$ cat src/rtl/lcd_cfg_arbiter.sv
// Two-port round-robin arbiter in front of the LCD 3-wire configuration port.
// One 16-bit frame {adr, 2'b00, dat} is shifted out MSB first per grant; every
// phase (setup, each SCL half-bit, tail, gap) lasts HALF_PERIOD clocks.
module lcd_cfg_arbiter #(
  parameter int unsigned HALF_PERIOD = 5000
) (
  input  logic       wb_clk_i,
  input  logic       wb_rst_n_i,
  input  logic       req0_i,
  input  logic [5:0] adr0_i,
  input  logic [7:0] dat0_i,
  output logic       ack0_o,
  input  logic       req1_i,
  input  logic [5:0] adr1_i,
  input  logic [7:0] dat1_i,
  output logic       ack1_o,
  output logic       busy_o,
  output logic       lcd_scen_o,
  output logic       lcd_scl_o,
  output logic       lcd_sda_o
);

  localparam int unsigned CntW = $clog2(HALF_PERIOD + 1);
  localparam logic [CntW-1:0] CntLast = CntW'(HALF_PERIOD - 1);

  typedef enum logic [2:0] {
    StIdle,
    StSetup,
    StBitLo,
    StBitHi,
    StTail,
    StGap
  } state_e;

  state_e          state_q, state_d;
  logic [CntW-1:0] cnt_q;
  logic [3:0]      bit_idx_q;
  logic [15:0]     shift_q;
  logic            owner_q;
  logic            last_q;
  logic            ack0_q, ack1_q;

  logic            elig0, elig1;
  logic            grant;
  logic            grant_port;
  logic            phase_done;

  // Eligibility masks the port acked this cycle, so the other port wins the
  // first IDLE cycle after a completion when it is pending.
  always_comb begin
    elig0      = req0_i & ~ack0_q;
    elig1      = req1_i & ~ack1_q;
    grant      = (state_q == StIdle) & (elig0 | elig1);
    grant_port = (elig0 & elig1) ? ~last_q : elig1;
    phase_done = (cnt_q == CntLast);
  end

  // State register.
  always_ff @(posedge wb_clk_i) begin
    if (!wb_rst_n_i) begin
      state_q <= StIdle;
    end else begin
      state_q <= state_d;
    end
  end

  // Next-state logic: every non-idle phase ends when the phase counter expires.
  always_comb begin
    state_d = state_q;
    unique case (state_q)
      StIdle:  if (elig0 | elig1) state_d = StSetup;
      StSetup: if (phase_done) state_d = StBitLo;
      StBitLo: if (phase_done) state_d = StBitHi;
      StBitHi: if (phase_done) state_d = (bit_idx_q == 4'd15) ? StTail : StBitLo;
      StTail:  if (phase_done) state_d = StGap;
      StGap:   if (phase_done) state_d = StIdle;
      default: state_d = StIdle;
    endcase
  end

  // Datapath: phase counter, frame latch/shift, grant bookkeeping, ack pulses.
  always_ff @(posedge wb_clk_i) begin
    if (!wb_rst_n_i) begin
      cnt_q     <= '0;
      bit_idx_q <= '0;
      shift_q   <= '0;
      owner_q   <= 1'b0;
      last_q    <= 1'b1;
      ack0_q    <= 1'b0;
      ack1_q    <= 1'b0;
    end else begin
      ack0_q <= 1'b0;
      ack1_q <= 1'b0;

      if (state_q != state_d) begin
        cnt_q <= '0;
      end else if (state_q != StIdle) begin
        cnt_q <= cnt_q + CntW'(1);
      end

      if (grant) begin
        shift_q   <= grant_port ? {adr1_i, 2'b00, dat1_i} : {adr0_i, 2'b00, dat0_i};
        owner_q   <= grant_port;
        last_q    <= grant_port;
        bit_idx_q <= '0;
      end

      if ((state_q == StBitHi) && phase_done) begin
        shift_q   <= {shift_q[14:0], 1'b0};
        bit_idx_q <= bit_idx_q + 4'd1;
      end

      if ((state_q == StGap) && phase_done) begin
        ack0_q <= ~owner_q;
        ack1_q <= owner_q;
      end
    end
  end

  // Serial pin and status decode; SDA follows shift_q[15] across the whole bit.
  always_comb begin
    busy_o     = (state_q != StIdle);
    lcd_scen_o = 1'b1;
    lcd_scl_o  = 1'b0;
    lcd_sda_o  = 1'b1;
    unique case (state_q)
      StSetup: begin
        lcd_scen_o = 1'b0;
      end
      StBitLo: begin
        lcd_scen_o = 1'b0;
        lcd_sda_o  = shift_q[15];
      end
      StBitHi: begin
        lcd_scen_o = 1'b0;
        lcd_scl_o  = 1'b1;
        lcd_sda_o  = shift_q[15];
      end
      StTail: begin
        lcd_scen_o = 1'b0;
        lcd_sda_o  = 1'b0;
      end
      default: ;
    endcase
  end

  assign ack0_o = ack0_q;
  assign ack1_o = ack1_q;

endmodule
$ cat config.mk
export PLATFORM = sky130hd
export DESIGN_NAME = lcd_cfg_arbiter
export DESIGN_NICKNAME = d
export VERILOG_FILES = /design/src/rtl/lcd_cfg_arbiter.sv
export SDC_FILE = /design/constraint.sdc
export NUM_CORES = 1
export LEC_CHECK = 0
export BUFFER_PORTS_ARGS = -buffer_cell sky130_fd_sc_hd__buf_2
export CAP_MARGIN = 15
export CORE_UTILIZATION = 45
export CTS_CLUSTER_DIAMETER = 100
export DETAILED_ROUTE_END_ITERATION = 8
export GPL_TIMING_DRIVEN = 0
export PLACE_DENSITY_LB_ADDON = 0.3
export SYNTH_ARGS = -nofsm -noshare
export SYNTH_HDL_FRONTEND = slang
export SYNTH_SLANG_ARGS = --single-unit
$ cat constraint.sdc
create_clock -name wb_clk_i -period 3.64 [get_ports wb_clk_i]
set_input_delay 0.546 -clock wb_clk_i [delete_from_list [all_inputs] [get_ports wb_clk_i]]
set_output_delay 0.546 -clock wb_clk_i [all_outputs]
set_load 0.05 [all_outputs]
## Word-level counts from Yosys, hierarchy flattened

Index checks and enable logic that the tools add are counted.

| cells by class | value |
|---|---|
| bitwise operators | 10 |
| equality and inequality tests | 8 |
| reductions and logical operators | 10 |
| $add $sub $neg | 2 |
| multiplexer cells | 17 |

Operators by type and width:

| kind | number |
|---|---|
| $mux 16 | 3 |
| $mux 3 | 7 |
| $pmux 3 s6 | 1 |
| $add 13x1->13 const B | 1 |
| $eq 13x13->1 const B | 1 |
| $mux 4 | 2 |
| $eq 3x2->1 const B | 2 |
| $eq 3x3->1 const B | 2 |
| $reduce_or 2->1 | 3 |
| $not 1->1 | 5 |
| $add 4x1->4 const B | 1 |
| $and 1x1->1 | 4 |
| $eq 4x4->1 const B | 1 |
| $reduce_or 4->1 | 1 |
| $eq 3x1->1 const B | 1 |
| $logic_not 3->1 | 1 |
| $mux 1 | 3 |
| $ne 3x3->1 | 1 |
| $reduce_bool 3->1 | 1 |
| $logic_and 1x1->1 | 2 |
| $pmux 1 s2 | 1 |
| $reduce_and 2->1 | 1 |
| $reduce_bool 2->1 | 1 |
| $or 1x1->1 | 1 |

| word-level totals | value |
|---|---|
| logic and storage cells | 56 |
| flip-flop bits (word level) | 40 |
| bits of input ports | 32 |

## Logic depth before layout (Yosys ltp)

| logic depth | value |
|---|---|
| depth in word-level cells | 7 |
| depth in mapped cells | 7 |

## Worst setup path after synthesis

Ideal clock, no wire load.

| timing | value |
|---|---|
| path type | reg2out |
| start | register state_q[1] |
| end | output port lcd_sda_o |
| buffers on the path | 1 |
| cell stages (with the launch flop) | 4 |
| data arrival time | 1359 ps |
| data required time | 3094 ps |
| path slack | 1735 ps |
| cell sequence | dfxtp_1 buf_2 nor3b_1 a21oi_1 |

| on the way | value |
|---|---|
| cells in the longest elaborated chain, start to end | 3 |

Ends and longest elaborated chain:

| item | line | text |
|---|---|---|
| start: declaration | 35 | `state_e state_q, state_d;` |
| start signal: assignment | 61 | `state_q <= StIdle;` |
| start signal: assignment | 63 | `state_q <= state_d;` |
| $eq 3x2->1 | 126 | `unique case (state_q)` |
| $reduce_or 2->1 (no source line) | n/a |  |
| $pmux 1 s2 (*) | 126 |  |
| end: declaration | 20 | `output logic lcd_sda_o` |

Every way passes the cells marked *; elsewhere a longest branch is shown, timed or not.

## Final worst setup path

| timing | value |
|---|---|
| start | register state_q[0] |
| end | output port lcd_scen_o |

| on the way | value |
|---|---|
| cells in the longest elaborated chain, start to end | 3 |

Ends and longest elaborated chain:

| item | line | text |
|---|---|---|
| $eq 3x2->1, or another cell as far along | 126 |  |
| $reduce_or 4->1 (no source line) (*) | n/a |  |
| $mux 1 (*) | 126 |  |
| end: declaration | 18 | `output logic lcd_scen_o,` |

Marked as above.

==> results_dict.tcl <==
set metrics [dict create \
    finalHoldViolations 0 \
    h-tree-depth 2 \
    grt_pass1_wl_um 7130 \
    dr.pass1.iters 4 \
    synth_top_cell_by_area "dfxtp_1" \
    fin_ws_ns 1.65 \
    end_kind "output pin" \
    grt_use_total_pct 18.1 \
    ys_seq_area_share_pct 38.4 \
    synth_area_um2 2080 \
    yosysWarnings 0 \
    cts_root_buf "clkbuf_8" \
    core-area_um2 4410 \
    dieArea_um2 4910 \
    io_buffer_count 37 \
    finalSetupTns_ns 0 \
    worst_path_max_delay_cell "dfxtp_1" \
    placed_area_um2 2330 \
    synth_edf_count 0 \
    fillers 433 \
    grt_setup_unrepaired "no" \
    total_leakage_power_nw 1.02 \
    dp_slack_ns 1.53 \
    finalCriticalPeriod_ns 1.99 \
    arrival_ns 1.44 \
    synth_area_leaders "dfxtp_1, mux2i_1, a211o_1, nand2_1, nor2_1" \
    antenna_found_initial 0 \
    ir_drop_mv 0.182 \
    nets 309 \
    setup_viol_count_final 0 \
    maxCapViolations 0 \
    synthDistinctLibCells 45 \
    synth_ff_type "dfxtp_1" \
    clk_pin_slew_ns 0.08 \
    max_slew.worst_pin.slew_ns 0.703 \
    avgSynthCellArea_um2 9.02 \
    antennaDiodeCount 0 \
    grt_pass1_vias 1551 \
    path_class "reg2out" \
    post_cts_buffers 0 \
    gp_congestion 0.786 \
    slew_viol_final 0 \
    final_cell_mix "buf_2, dfxtp_1, nor2_1, nand2_1" \
    io_pins 38 \
    post-route-util_pct 55.0 \
    max_stage_delay_ns 0.38 \
    cts_tree "yes" \
    crit_family "buffers and inverters" \
    relSlewSlack_pct 53.1 \
    initial_utilization_pct 47.2 \
    drc 0 \
    vias_per_cell 5.38 \
    async_flop_share_pct 0 \
    drt_iter0_drc 94 \
    hold_path.class "reg2reg" \
    wl_per_cell_um 12.8 \
    finish.instance_area_um2 2430 \
    clock.fmax_mhz 503 \
    required_ns 3.09 \
    crit_fanout 9 \
    powerDensity_nw_per_um2 372 \
    cts-resized-gates 0 \
    die_h_um 70.0 \
    ant_nets 0 \
    finClkSkew_ns 0.0105 \
    synth.net_count 265 \
    fin_crit_sh_pct 54.7 \
    cts_hold_buf 0 \
    synthCells 231 \
    drive_above_1_share_pct 28.6 \
    area_delta_synth_final_pct 16.5 \
    grt_max_degree 13 \
    clk_latency_ns 0.29 \
    synth_top_area_share_pct 38.4 \
    start_kind "flip-flop" \
    hpwl_um 2970 \
    status "completed" \
    cp_cell_sequence "nor3_2 > inv_2 > nand2_1 > buf_2" \
    worst-path-buf-inv 2 \
    wirelength_um 4190 \
    ys_ff_latch 40 \
    layout_commonest_cell "buf_2" \
    rows 24 \
    grt-ovfl-total 0 \
    die_w_um 70.0 \
    report.power.total_uw 902 \
    cts_made_buffers 5 \
    vias 1763 \
    clockBufferDepth 2 \
    cts.sinks 40 \
]
## Yosys cell counts (4+ instances only)
library cell  instances
and4_1                4
a21oi_2               8
buf_2                 7
and3_1                5
nand4_1               4
nor2_2                4
nor2_1               28
mux2i_1              14
nand2_1              28
a21oi_1              14
nand3_1               8
dfxtp_1              40
xor2_1                9
a211o_1              13
## worst paths after layout
path                              endpoint       start  cells after the start  slack, ns
worst max-delay path            lcd_scen_o  state_q[0]                      4       1.65
worst max register to register  shift_q[1]    cnt_q[0]                      7       1.78
worst min-delay path                ack0_o     owner_q                      1       0.44
worst min register to register      ack0_o     owner_q                      1       0.44
## area by class of cell
type | count | area, µm² | area share [%]
well taps | 52 | 65.1 | 2.68
flip-flops and latches | 40 | 801 | 33.0
clock inverters | 2 | 10.0 | 0.413
plain buffers | 13 | 92.6 | 3.82
clock buffers | 6 | 82.6 | 3.40
multi-input cells | 175 | 1180 | 48.6
inverters | 3 | 11.3 | 0.464
repair buffers | 37 | 185 | 7.63
## metal layers
layer  track usage, %  vias up  wire (µm)
li1                 -      910          -
met2             27.6       36       1810
met5                0        -          0
met1             25.1      812       2160
met3             3.90        5        154
met4             6.67        0         67
## metrics by stage
step / hold WS [ns] / instances
floorplan: 0.413 / 231
finish: 0.438 / 328
global placement: 0.435 / 320
detailed placement: 0.431 / 320
global route: 0.463 / 328
CTS: 0.444 / 328
## logic make-up (layout without fill, tap and decap cells)
family | Yosys count | after routing | synth area share, %
buffers and inverters | 16 | 61 | 4.99
adders and majority gates | 2 | 2 | 1.20
xor gates and xnor gates | 12 | 12 | 5.05
DFF | 40 | 40 | 38.4
AOI/OAI and AO/OA | 49 | 49 | 18.6
and+or+nand+nor | 98 | 98 | 25.0
muxes | 14 | 14 | 6.73
## registers in the layout, indices dropped and copies added, names as in the netlist
name / flops
shift_q: 16
bit_idx_q: 4
ack1_o: 1
owner_q: 1
ack0_o: 1
last_q: 1
state_q: 3
cnt_q: 13
## power breakdown
group	total, mW	leakage (nW)	switching, mW	internal (mW)
registers	0.468	0.327	0.0121	0.456
clock network	0.302	0.0510	0.151	0.151
logic	0.132	0.645	0.0685	0.0636
(Power assumes the default switching activity.)
